### src/rtl/mem_arbiter_if.sv
// Bundle of requester, memory and status signals shared by the arbiter
// and its environment. The slave view belongs to the arbiter. The master
// view belongs to the requesters and main memory that drive it.
interface mem_arbiter_if #(
   parameter int ADDR_W = 32,
   parameter int LINE_W = 512
);
   // requester 0
   logic [ADDR_W-1:0] r0_addr;
   logic [31:0]       r0_wdata;
   logic              r0_rd_req;
   logic              r0_wr_req;
   logic [LINE_W-1:0] r0_rdata;
   logic              r0_ready;
   // requester 1
   logic [ADDR_W-1:0] r1_addr;
   logic [31:0]       r1_wdata;
   logic              r1_rd_req;
   logic              r1_wr_req;
   logic [LINE_W-1:0] r1_rdata;
   logic              r1_ready;
   // main memory
   logic [ADDR_W-1:0] mem_addr;
   logic [31:0]       mem_wdata;
   logic              mem_rd_req;
   logic              mem_wr_req;
   logic [LINE_W-1:0] mem_rdata;
   logic              mem_ready;
   // status
   logic [1:0]        grant;
   logic              timeout_err;

   modport slave (
      input  r0_addr, r0_wdata, r0_rd_req, r0_wr_req,
      input  r1_addr, r1_wdata, r1_rd_req, r1_wr_req,
      input  mem_rdata, mem_ready,
      output r0_rdata, r0_ready, r1_rdata, r1_ready,
      output mem_addr, mem_wdata, mem_rd_req, mem_wr_req,
      output grant, timeout_err
   );

   modport master (
      output r0_addr, r0_wdata, r0_rd_req, r0_wr_req,
      output r1_addr, r1_wdata, r1_rd_req, r1_wr_req,
      output mem_rdata, mem_ready,
      input  r0_rdata, r0_ready, r1_rdata, r1_ready,
      input  mem_addr, mem_wdata, mem_rd_req, mem_wr_req,
      input  grant, timeout_err
   );
endinterface

### src/rtl/mem_arbiter.sv
// Two-requester round-robin arbiter in front of a single main-memory port.
// Only one transaction is outstanding at a time. The winner's address, data
// and operation are latched when it is granted. The memory side is driven
// from those latched copies, so requester inputs may change freely while a
// transaction is in flight. A wait that runs too long is aborted: the
// requester still gets its ready pulse, and a sticky error flag is set.
module mem_arbiter #(
   parameter int ADDR_W  = 32,
   parameter int LINE_W  = 512,
   parameter int TIMEOUT = 64
) (
   input logic          clk,
   input logic          rst,
   mem_arbiter_if.slave bus
);

   localparam logic [7:0] TIMEOUT_CNT = 8'(TIMEOUT);

   typedef enum logic [1:0] {
      IDLE  = 2'd0,
      ISSUE = 2'd1,
      WAIT  = 2'd2,
      RESP  = 2'd3
   } state_t;

   state_t            state;
   state_t            state_nx;

   // transaction context
   logic              owner;      // 0 = requester 0, 1 = requester 1
   logic              op_wr;      // latched operation of the owner
   logic              last;       // requester granted most recently
   logic [7:0]        cnt;        // cycles spent in WAIT

   // arbitration and control decode
   logic              req0;
   logic              req1;
   logic              any_req;
   logic              win;
   logic              win_wr;
   logic [ADDR_W-1:0] win_addr;
   logic [31:0]       win_wdata;
   logic [LINE_W-1:0] line_in;
   logic [7:0]        cnt_inc;
   logic              tmo_hit;
   logic              load;
   logic              done_ok;
   logic              done_tmo;
   logic              finish;

   // Pick the winner: on a tie, the requester not served last wins.
   // A write takes precedence over a read from the same requester.
   always_comb begin
      req0      = bus.r0_rd_req | bus.r0_wr_req;
      req1      = bus.r1_rd_req | bus.r1_wr_req;
      any_req   = req0 | req1;
      line_in   = bus.mem_rdata;
      win       = 1'b0;
      win_wr    = 1'b0;
      win_addr  = '0;
      win_wdata = 32'h0000_0000;
      if (req0 && req1) begin
         win = ~last;
      end else if (req1) begin
         win = 1'b1;
      end else begin
         win = 1'b0;
      end
      if (win) begin
         win_wr    = bus.r1_wr_req;
         win_addr  = bus.r1_addr;
         win_wdata = bus.r1_wdata;
      end else begin
         win_wr    = bus.r0_wr_req;
         win_addr  = bus.r0_addr;
         win_wdata = bus.r0_wdata;
      end
   end

   // Next-state logic and one-cycle control strobes for the datapath.
   always_comb begin
      state_nx = state;
      load     = 1'b0;
      done_ok  = 1'b0;
      done_tmo = 1'b0;
      finish   = 1'b0;
      cnt_inc  = cnt + 8'd1;
      tmo_hit  = (cnt_inc == TIMEOUT_CNT);
      case (state)
         IDLE: begin
            if (any_req) begin
               state_nx = ISSUE;
               load     = 1'b1;
            end else begin
               state_nx = IDLE;
            end
         end
         ISSUE: begin
            state_nx = WAIT;
         end
         WAIT: begin
            if (bus.mem_ready) begin
               state_nx = RESP;
               done_ok  = 1'b1;
            end else if (tmo_hit) begin
               state_nx = RESP;
               done_tmo = 1'b1;
            end else begin
               state_nx = WAIT;
            end
         end
         RESP: begin
            state_nx = IDLE;
            finish   = 1'b1;
         end
         default: begin
            state_nx = IDLE;
         end
      endcase
   end

   // State register.
   always_ff @(posedge clk) begin
      if (rst) begin
         state <= IDLE;
      end else begin
         state <= state_nx;
      end
   end

   // Latch the winner's context on grant. Release the grant when the response completes.
   always_ff @(posedge clk) begin
      if (rst) begin
         owner         <= 1'b0;
         op_wr         <= 1'b0;
         last          <= 1'b1;
         bus.grant     <= 2'b00;
         bus.mem_addr  <= '0;
         bus.mem_wdata <= 32'h0000_0000;
      end else if (load) begin
         owner         <= win;
         op_wr         <= win_wr;
         bus.grant     <= win ? 2'b10 : 2'b01;
         bus.mem_addr  <= win_addr;
         bus.mem_wdata <= win_wdata;
      end else if (finish) begin
         bus.grant     <= 2'b00;
         last          <= owner;
      end
   end

   // Memory request pulses: high only during the ISSUE cycle.
   always_ff @(posedge clk) begin
      if (rst) begin
         bus.mem_rd_req <= 1'b0;
         bus.mem_wr_req <= 1'b0;
      end else begin
         bus.mem_rd_req <= load & ~win_wr;
         bus.mem_wr_req <= load & win_wr;
      end
   end

   // Wait-cycle counter: runs only in WAIT and restarts from zero otherwise.
   always_ff @(posedge clk) begin
      if (rst) begin
         cnt <= 8'd0;
      end else if (state == WAIT) begin
         cnt <= cnt_inc;
      end else begin
         cnt <= 8'd0;
      end
   end

   // Capture the returned line for the owner on a completed read only.
   always_ff @(posedge clk) begin
      if (rst) begin
         bus.r0_rdata <= '0;
         bus.r1_rdata <= '0;
      end else if (done_ok && !op_wr) begin
         if (owner) begin
            bus.r1_rdata <= line_in;
         end else begin
            bus.r0_rdata <= line_in;
         end
      end
   end

   // Completion pulse to the owner. It fires for both normal and aborted transactions.
   always_ff @(posedge clk) begin
      if (rst) begin
         bus.r0_ready <= 1'b0;
         bus.r1_ready <= 1'b0;
      end else begin
         bus.r0_ready <= (done_ok | done_tmo) & ~owner;
         bus.r1_ready <= (done_ok | done_tmo) & owner;
      end
   end

   // Sticky abort flag. Only reset clears it.
   always_ff @(posedge clk) begin
      if (rst) begin
         bus.timeout_err <= 1'b0;
      end else if (done_tmo) begin
         bus.timeout_err <= 1'b1;
      end
   end

endmodule

### src/flat_wrapper.sv
// flat-port wrapper written by rule: the top's interface ports become plain ports
module mem_arbiter_flat 
#(
   parameter int ADDR_W  = 32,
   parameter int LINE_W  = 512,
   parameter int TIMEOUT = 64
)
  (clk, rst, bus_r0_addr, bus_r0_wdata, bus_r0_rd_req, bus_r0_wr_req, bus_r1_addr, bus_r1_wdata, bus_r1_rd_req, bus_r1_wr_req, bus_mem_rdata, bus_mem_ready, bus_r0_rdata, bus_r0_ready, bus_r1_rdata, bus_r1_ready, bus_mem_addr, bus_mem_wdata, bus_mem_rd_req, bus_mem_wr_req, bus_grant, bus_timeout_err);
  mem_arbiter_if #(.ADDR_W(ADDR_W), .LINE_W(LINE_W)) bus_i ();
  input logic clk;
  input logic rst;
  input wire logic [$bits(bus_i.r0_addr)-1:0] bus_r0_addr;
  input wire logic [$bits(bus_i.r0_wdata)-1:0] bus_r0_wdata;
  input wire logic [$bits(bus_i.r0_rd_req)-1:0] bus_r0_rd_req;
  input wire logic [$bits(bus_i.r0_wr_req)-1:0] bus_r0_wr_req;
  input wire logic [$bits(bus_i.r1_addr)-1:0] bus_r1_addr;
  input wire logic [$bits(bus_i.r1_wdata)-1:0] bus_r1_wdata;
  input wire logic [$bits(bus_i.r1_rd_req)-1:0] bus_r1_rd_req;
  input wire logic [$bits(bus_i.r1_wr_req)-1:0] bus_r1_wr_req;
  input wire logic [$bits(bus_i.mem_rdata)-1:0] bus_mem_rdata;
  input wire logic [$bits(bus_i.mem_ready)-1:0] bus_mem_ready;
  output wire logic [$bits(bus_i.r0_rdata)-1:0] bus_r0_rdata;
  output wire logic [$bits(bus_i.r0_ready)-1:0] bus_r0_ready;
  output wire logic [$bits(bus_i.r1_rdata)-1:0] bus_r1_rdata;
  output wire logic [$bits(bus_i.r1_ready)-1:0] bus_r1_ready;
  output wire logic [$bits(bus_i.mem_addr)-1:0] bus_mem_addr;
  output wire logic [$bits(bus_i.mem_wdata)-1:0] bus_mem_wdata;
  output wire logic [$bits(bus_i.mem_rd_req)-1:0] bus_mem_rd_req;
  output wire logic [$bits(bus_i.mem_wr_req)-1:0] bus_mem_wr_req;
  output wire logic [$bits(bus_i.grant)-1:0] bus_grant;
  output wire logic [$bits(bus_i.timeout_err)-1:0] bus_timeout_err;
  assign bus_i.r0_addr = bus_r0_addr;
  assign bus_i.r0_wdata = bus_r0_wdata;
  assign bus_i.r0_rd_req = bus_r0_rd_req;
  assign bus_i.r0_wr_req = bus_r0_wr_req;
  assign bus_i.r1_addr = bus_r1_addr;
  assign bus_i.r1_wdata = bus_r1_wdata;
  assign bus_i.r1_rd_req = bus_r1_rd_req;
  assign bus_i.r1_wr_req = bus_r1_wr_req;
  assign bus_i.mem_rdata = bus_mem_rdata;
  assign bus_i.mem_ready = bus_mem_ready;
  assign bus_r0_rdata = bus_i.r0_rdata;
  assign bus_r0_ready = bus_i.r0_ready;
  assign bus_r1_rdata = bus_i.r1_rdata;
  assign bus_r1_ready = bus_i.r1_ready;
  assign bus_mem_addr = bus_i.mem_addr;
  assign bus_mem_wdata = bus_i.mem_wdata;
  assign bus_mem_rd_req = bus_i.mem_rd_req;
  assign bus_mem_wr_req = bus_i.mem_wr_req;
  assign bus_grant = bus_i.grant;
  assign bus_timeout_err = bus_i.timeout_err;
  mem_arbiter #(.ADDR_W(ADDR_W), .LINE_W(LINE_W), .TIMEOUT(TIMEOUT)) u_core (.clk(clk), .rst(rst), .bus(bus_i));
endmodule
### config.mk
export PLATFORM = sky130hd
export DESIGN_NAME = mem_arbiter_flat
export DESIGN_NICKNAME = d
export VERILOG_FILES = /design/src/rtl/mem_arbiter_if.sv /design/src/rtl/mem_arbiter.sv /design/src/flat_wrapper.sv
export SDC_FILE = /design/constraint.sdc
export NUM_CORES = 2
export LEC_CHECK = 0
export ABC_AREA = 1
export BUFFER_PORTS_ARGS = -buffer_cell sky130_fd_sc_hd__buf_4
export CELL_PAD_IN_SITES_DETAIL_PLACEMENT = 2
export CELL_PAD_IN_SITES_GLOBAL_PLACEMENT = 2
export CORE_AREA = 5 5 682 684
export CTS_CLUSTER_SIZE = 10
export DETAILED_ROUTE_END_ITERATION = 6
export DIE_AREA = 0 0 687 689
export HOLD_SLACK_MARGIN = 0.03
export PLACE_DENSITY = 0.46
export SLEW_MARGIN = 20
export SYNTH_ARGS = -nofsm -noshare
export SYNTH_HDL_FRONTEND = slang
export SYNTH_SLANG_ARGS = --single-unit
### constraint.sdc
create_clock -name clk -period 1.9 [get_ports clk]
set_input_delay 0.38 -clock clk [delete_from_list [all_inputs] [get_ports clk]]
set_output_delay 0.38 -clock clk [all_outputs]
set_load 0.1 [all_outputs]
-- After elaboration in Yosys (flattened, before gate mapping)
Index checks and enable logic that the tools add are counted.
- logic and storage cells: 62
- input bits: 647
- output and inout bits: 1095
- register bits: 1108
- reduce and logical (&&, ||, !) cells: 9
- $add $sub $neg: 1
- equal/unequal tests: 4
- bitwise gates (word level): 13
- multiplexer cells: 20
- operators by type and width (kind ; number):
    two-way mux 32 bit ; 2
    two-way mux 1 bit ; 13
    adder 8 x 1 -> 8 bit (second input constant) ; 1
    == test 8 x 7 -> 1 bit (second input constant) ; 1
    two-way mux 2 bit ; 4
    one-hot mux 2 bit (4 select lines) ; 1
    AND reduction 2 bit ; 3
    NOT 1 bit ; 5
    bitwise AND 1 bit ; 4
    == test 2 bit (second input constant) ; 2
    OR 1 bit ; 4
    == test 2 x 1 -> 1 bit (second input constant) ; 1
    logical AND 1 bit ; 2
    zero test 2 bit ; 1
    nonzero test 2 bit ; 1
    OR reduction 2 bit ; 1
    zero test 1 bit ; 1

-- Logic depth before layout (Yosys ltp)
- depth in word-level cells: 7
- gate-level depth with buffers: 11
- mapped depth without buffers: 11

-- Worst setup path after synthesis
No wires, ideal clock.
- path type: reg2reg
- start point: register u_core.state[0]
- end point: register u_core.bus.r0_rdata[431]
- stages on the path, launching flop included: 12
- arrival: 1.516 ns
- library setup time: 0.117 ns
- clock period less this slack: 1.632 ns
- setup slack: 0.268 ns
- cell sequence: dfxtp_1 -> inv_1 -> ha_1 -> inv_2 -> nor3_2 -> buf_2 -> nand2_4 -> clkinv_2 -> buf_4 -> buf_4 -> nor2_1 -> nor2_1
- cells in the longest elaborated chain, start to end: 4
- RTL lines (element ; RTL line ; source):
    start: declaration ; mem_arbiter.sv:26 ; state_t state;
    start signal: assignment ; mem_arbiter.sv:127 ; state <= state_nx;
    == test 2 bit ; mem_arbiter.sv:89 ; case (state)
    two-way mux 1 bit ; mem_arbiter.sv:89 ;
    logical AND 1 bit ; mem_arbiter.sv:179 ; end else if (done_ok && !op_wr) begin
    AND reduction 2 bit (no source line) ; - ;
    end signal: assignment ; mem_arbiter.sv:183 ; bus.r0_rdata <= line_in;
    end: declaration ; mem_arbiter_if.sv:37 ; output r0_rdata, r0_ready, r1_rdata, r1_ready,
Every way passes these cells.
A chain may end at the register's enable or synchronous reset.

-- Worst setup path in the final report
- start point: register u_core.state[0]
- end point: register u_core.bus.r0_rdata[90]
The elaborated chain is that of the path after synthesis.

==> results.sh <==
export IMPL_placed_cell_area_sq_um=61500
export IMPL_grt_busiest_layer="met2"
export IMPL_hold_viol_final=0
export IMPL_synth_top_cell_area_share_pct=56.29
export IMPL_worstPathCellList="inv_2 > ha_4 > inv_4 > nor3_4 > buf_6 > nand2_8 > buf_16 > clkinv_16 > buf_6 > buf_12 > buf_16 > clkbuf_16 > nor2_1 > nor2_1"
export IMPL_start_util_pct=8.599
export IMPL_ys_types=22
export IMPL_syn_inst=4969
export IMPL_cts_buffer_depth=4
export IMPL_dp_final_hpwl_um=309200
export IMPL_vdd_drop_max_mv=0.6217
export IMPL_pwr_share_seq_pct=30.4
export IMPL_hold_depth=6
export IMPL_setup_ws_ns=-0.1822
export IMPL_cpPeakStageDelay_ns=0.32
export IMPL_fin_area_sq_um=80430
export IMPL_crit_family="buffers and inverters"
export IMPL_cp_end_kind="flip-flop"
export IMPL_post_route_period_util_pct=109.6
export IMPL_status="complete, but fails checks"
export IMPL_drtIter0Drc=2034
export IMPL_ys_seq_area_share_pct=56.29
export IMPL_synth_edf_count=0
export IMPL_critPathRequiredTime_ns=2.66
export IMPL_crit_slowest_cell="dfxtp_2"
export IMPL_dr_pass1_iters=5
export IMPL_routed_wirelength_um=399300
export IMPL_finalSetupTns_ns=-56.06
export IMPL_path_max_fanout=7
export IMPL_drive_gt1_share_pct=37.67
export IMPL_syn_avg_cell_area_sq_um=7.930
export IMPL_rows=249
export IMPL_core_sq_um=458300
export IMPL_syn_num_nets=5621
export IMPL_grt_max_degree=93
export IMPL_io_buffers=1741
export IMPL_power_density_nw_per_um2=1080
export IMPL_async_reset_ff_share_pct=0
export IMPL_antenna_found_initial=116
export IMPL_path_clk_slew_ns=0.06
export IMPL_io_pins=1742
export IMPL_cts_root_buf="clkbuf_16"
export IMPL_gp_congestion=0.8866
export IMPL_tightest_slew_ns=0.5406
export IMPL_power_leakage_nw=31.05
export IMPL_drc_errors=0
export IMPL_grt_setup_unrepaired="true"
export IMPL_path_class="reg -> reg"
export IMPL_clockPowerShare_pct=34.3
export IMPL_finalCoreUtilization_pct=17.55
export IMPL_wl_per_cell_um=28.76
export IMPL_fin_total_pwr_mw=86.84
export IMPL_grt_usage_pct=15.77
export IMPL_use_met1_pct=17.57
export IMPL_slew_headroom_pct=63.96
export IMPL_cp_arrival_ns=2.85
export IMPL_cts_tree="done"
export IMPL_cp_depth=14
export IMPL_fin_crit_ns=2.082
export IMPL_cts_buffers=158
export IMPL_ys_flop_type="dfxtp_1"
export IMPL_area_delta_synth_final_pct=104.1
export IMPL_maxCapViolations=0
export IMPL_max_freq_ghz=0.4803
export IMPL_clock_latency_ns=0.85
export IMPL_hold_class="in -> reg"
export IMPL_num_vias=48220
export IMPL_clkSinkCount=1108
export IMPL_path_buf_inv=9
export IMPL_gr_usage_met2_pct=28.60
export IMPL_synthTopCellsByArea="dfxtp_1 (56%), nor2_1 (9.9%), nand2_1 (7.0%)"
export IMPL_die_w_um=687
export IMPL_first_global_vias=52400
export IMPL_fin_worst_skew_ns=0.03529
export IMPL_use_met3_pct=4.688
export IMPL_yosys_top_cells_count="dfxtp_1 (1108), nor2_1 (1044), nand2_1 (734), a21oi_1 (524), nand3_1 (520)"
export IMPL_combPwrFrac_pct=35.2
export IMPL_grt_pass1_wl_um=508300
export IMPL_finalMaxSlewViolations=0
export IMPL_failed_checks="setup timing"
export IMPL_synth_seq_cells=1108
export IMPL_dieArea_sq_um=473300
export IMPL_syn_area_sq_um=39410
export IMPL_drtAntennaViolNets=0
export IMPL_p_sw_share_pct=41.24
export IMPL_synth_most_common_cell="dfxtp_1"
export IMPL_p_sw_mw=35.81
export IMPL_vias_per_cell=3.473
export IMPL_gr_total_overflow=0
export IMPL_yosysTopAreaCell="dfxtp_1"
export IMPL_die_height_um=689
export IMPL_setup_viol=1020
export IMPL_synth_warnings=0
export IMPL_htreeDepth=4
export IMPL_r2r_cells=14
export IMPL_cp_start_kind="flip-flop"
export IMPL_layout_nets=8236
export IMPL_p_int_mw=51.03
## worst register-to-register path: cells and delay by family (launching register included)
kind,cells,cell delay (ns)
adders and majority gates,1,0.15
DFF,1,0.32
and+or+nand+nor,4,0.36
buffers and inverters,9,1.18
## power groups by stage
stage          registers (mW)  logic (mW)  clock network, mW
2_1_floorplan            38.4        4.65                  0
3_3_place_gp             26.7        25.7                  0
3_5_place_dp             26.7        25.9                  0
4_1_cts                  26.3        29.9               31.1
5_1_grt                  26.6        31.8               31.9
6_report                 26.4        30.6               29.8
## per-stage QoR
stage               cells  hold slack, ns  worst slack [ns]
floorplan            4969          0.4449            0.2677
global placement    12740          0.4515           -0.3847
detailed placement  12740          0.4522           -0.3984
CTS                 13820         0.04121           -0.2844
global route        13870          0.1425           -0.2849
finish              13880          0.2055           -0.1822
## registers in the layout (all words and copies together), names as in the netlist
register                flops
u_core.bus.mem_wdata       32
u_core.last                 1
u_core.bus.r1_rdata       512
u_core.bus.r0_ready         1
u_core.bus.grant            2
u_core.bus.mem_rd_req       1
u_core.bus.r1_ready         1
u_core.bus.r0_rdata       512
u_core.bus.mem_addr        32
u_core.bus.timeout_err      1
u_core.bus.mem_wr_req       1
u_core.cnt                  8
u_core.state                2
u_core.op_wr                1
u_core.owner                1
## what timing repair did
| action | in CTS | in global routing |
|---|---|---|
| setup endpoints to repair | 2121 | 2177 |
| setup buffers | 91 | 16 |
| hold buffers | 644 | 0 |
| gates resized for setup | 672 | 469 |
| hold endpoints to repair | 1094 | 0 |
| gates cloned | 73 | 32 |
| pin swaps | 79 | 146 |
## path summary, 6_finish.rpt
kind                             from                        to  slack, ns
max                   u_core.state[0]   u_core.bus.r0_rdata[90]      -0.18
min                     bus_r1_rd_req           u_core.state[0]       0.21
max reg2reg           u_core.state[0]   u_core.bus.r0_rdata[90]      -0.18
min reg2reg  u_core.bus.r1_rdata[184]  u_core.bus.r1_rdata[184]       0.46
## logic make-up after synthesis
| kind of cell | count (synthesis) | synth area share, % |
|---|---|---|
| fa+ha+maj | 5 | 0.1588 |
| buf+inv | 449 | 5.674 |
| flops | 1108 | 56.29 |
| compound gates | 1104 | 14.23 |
| simple gates | 2303 | 23.65 |
## per-layer routing
| layer | routed length (um) | up-vias |
|---|---|---|
| met2 | 202000 | 1582 |
| met1 | 153900 | 24290 |
| met5 | 159 | - |
| met4 | 15330 | 24 |
| li1 | - | 21780 |
| met3 | 27810 | 538 |
## area by class of cell
cell class / instances / area [sq um]
antenna: 32 / 80.08
clock buffer: 240 / 4666
clock inverter: 38 / 340.3
fill: 52780 / 377900
inverter: 24 / 126.4
multi-input combinational: 3412 / 16920
sequential: 1108 / 22340
tap: 6149 / 7694
timing repair buffer: 2880 / 28260
## placed cells by master (no fill, tap or decap), types with 22 or more instances in the layout
master / synthesis / final
a21oi_1: 524 / 436
a21oi_2: 0 / 88
a31oi_1: 64 / 64
buf_12: 0 / 165
buf_16: 0 / 80
buf_4: 14 / 1854
buf_6: 44 / 64
buf_8: 0 / 29
clkbuf_1: 228 / 45
clkbuf_16: 0 / 187
clkbuf_8: 0 / 34
clkinv_2: 1 / 26
dfxtp_1: 1108 / 1053
dfxtp_4: 0 / 35
diode_2: 0 / 32
dlygate4sd3_1: 0 / 644
nand2_1: 734 / 679
nand2_2: 0 / 22
nand2_4: 1 / 32
nand3_1: 520 / 442
nand3_2: 0 / 57
nor2_1: 1044 / 937
nor2_2: 0 / 54
nor2_4: 0 / 53
o21ai_0: 514 / 384
o21ai_1: 0 / 90
o21ai_2: 0 / 36
No activity file was read; power rests on OpenSTA's default activity.
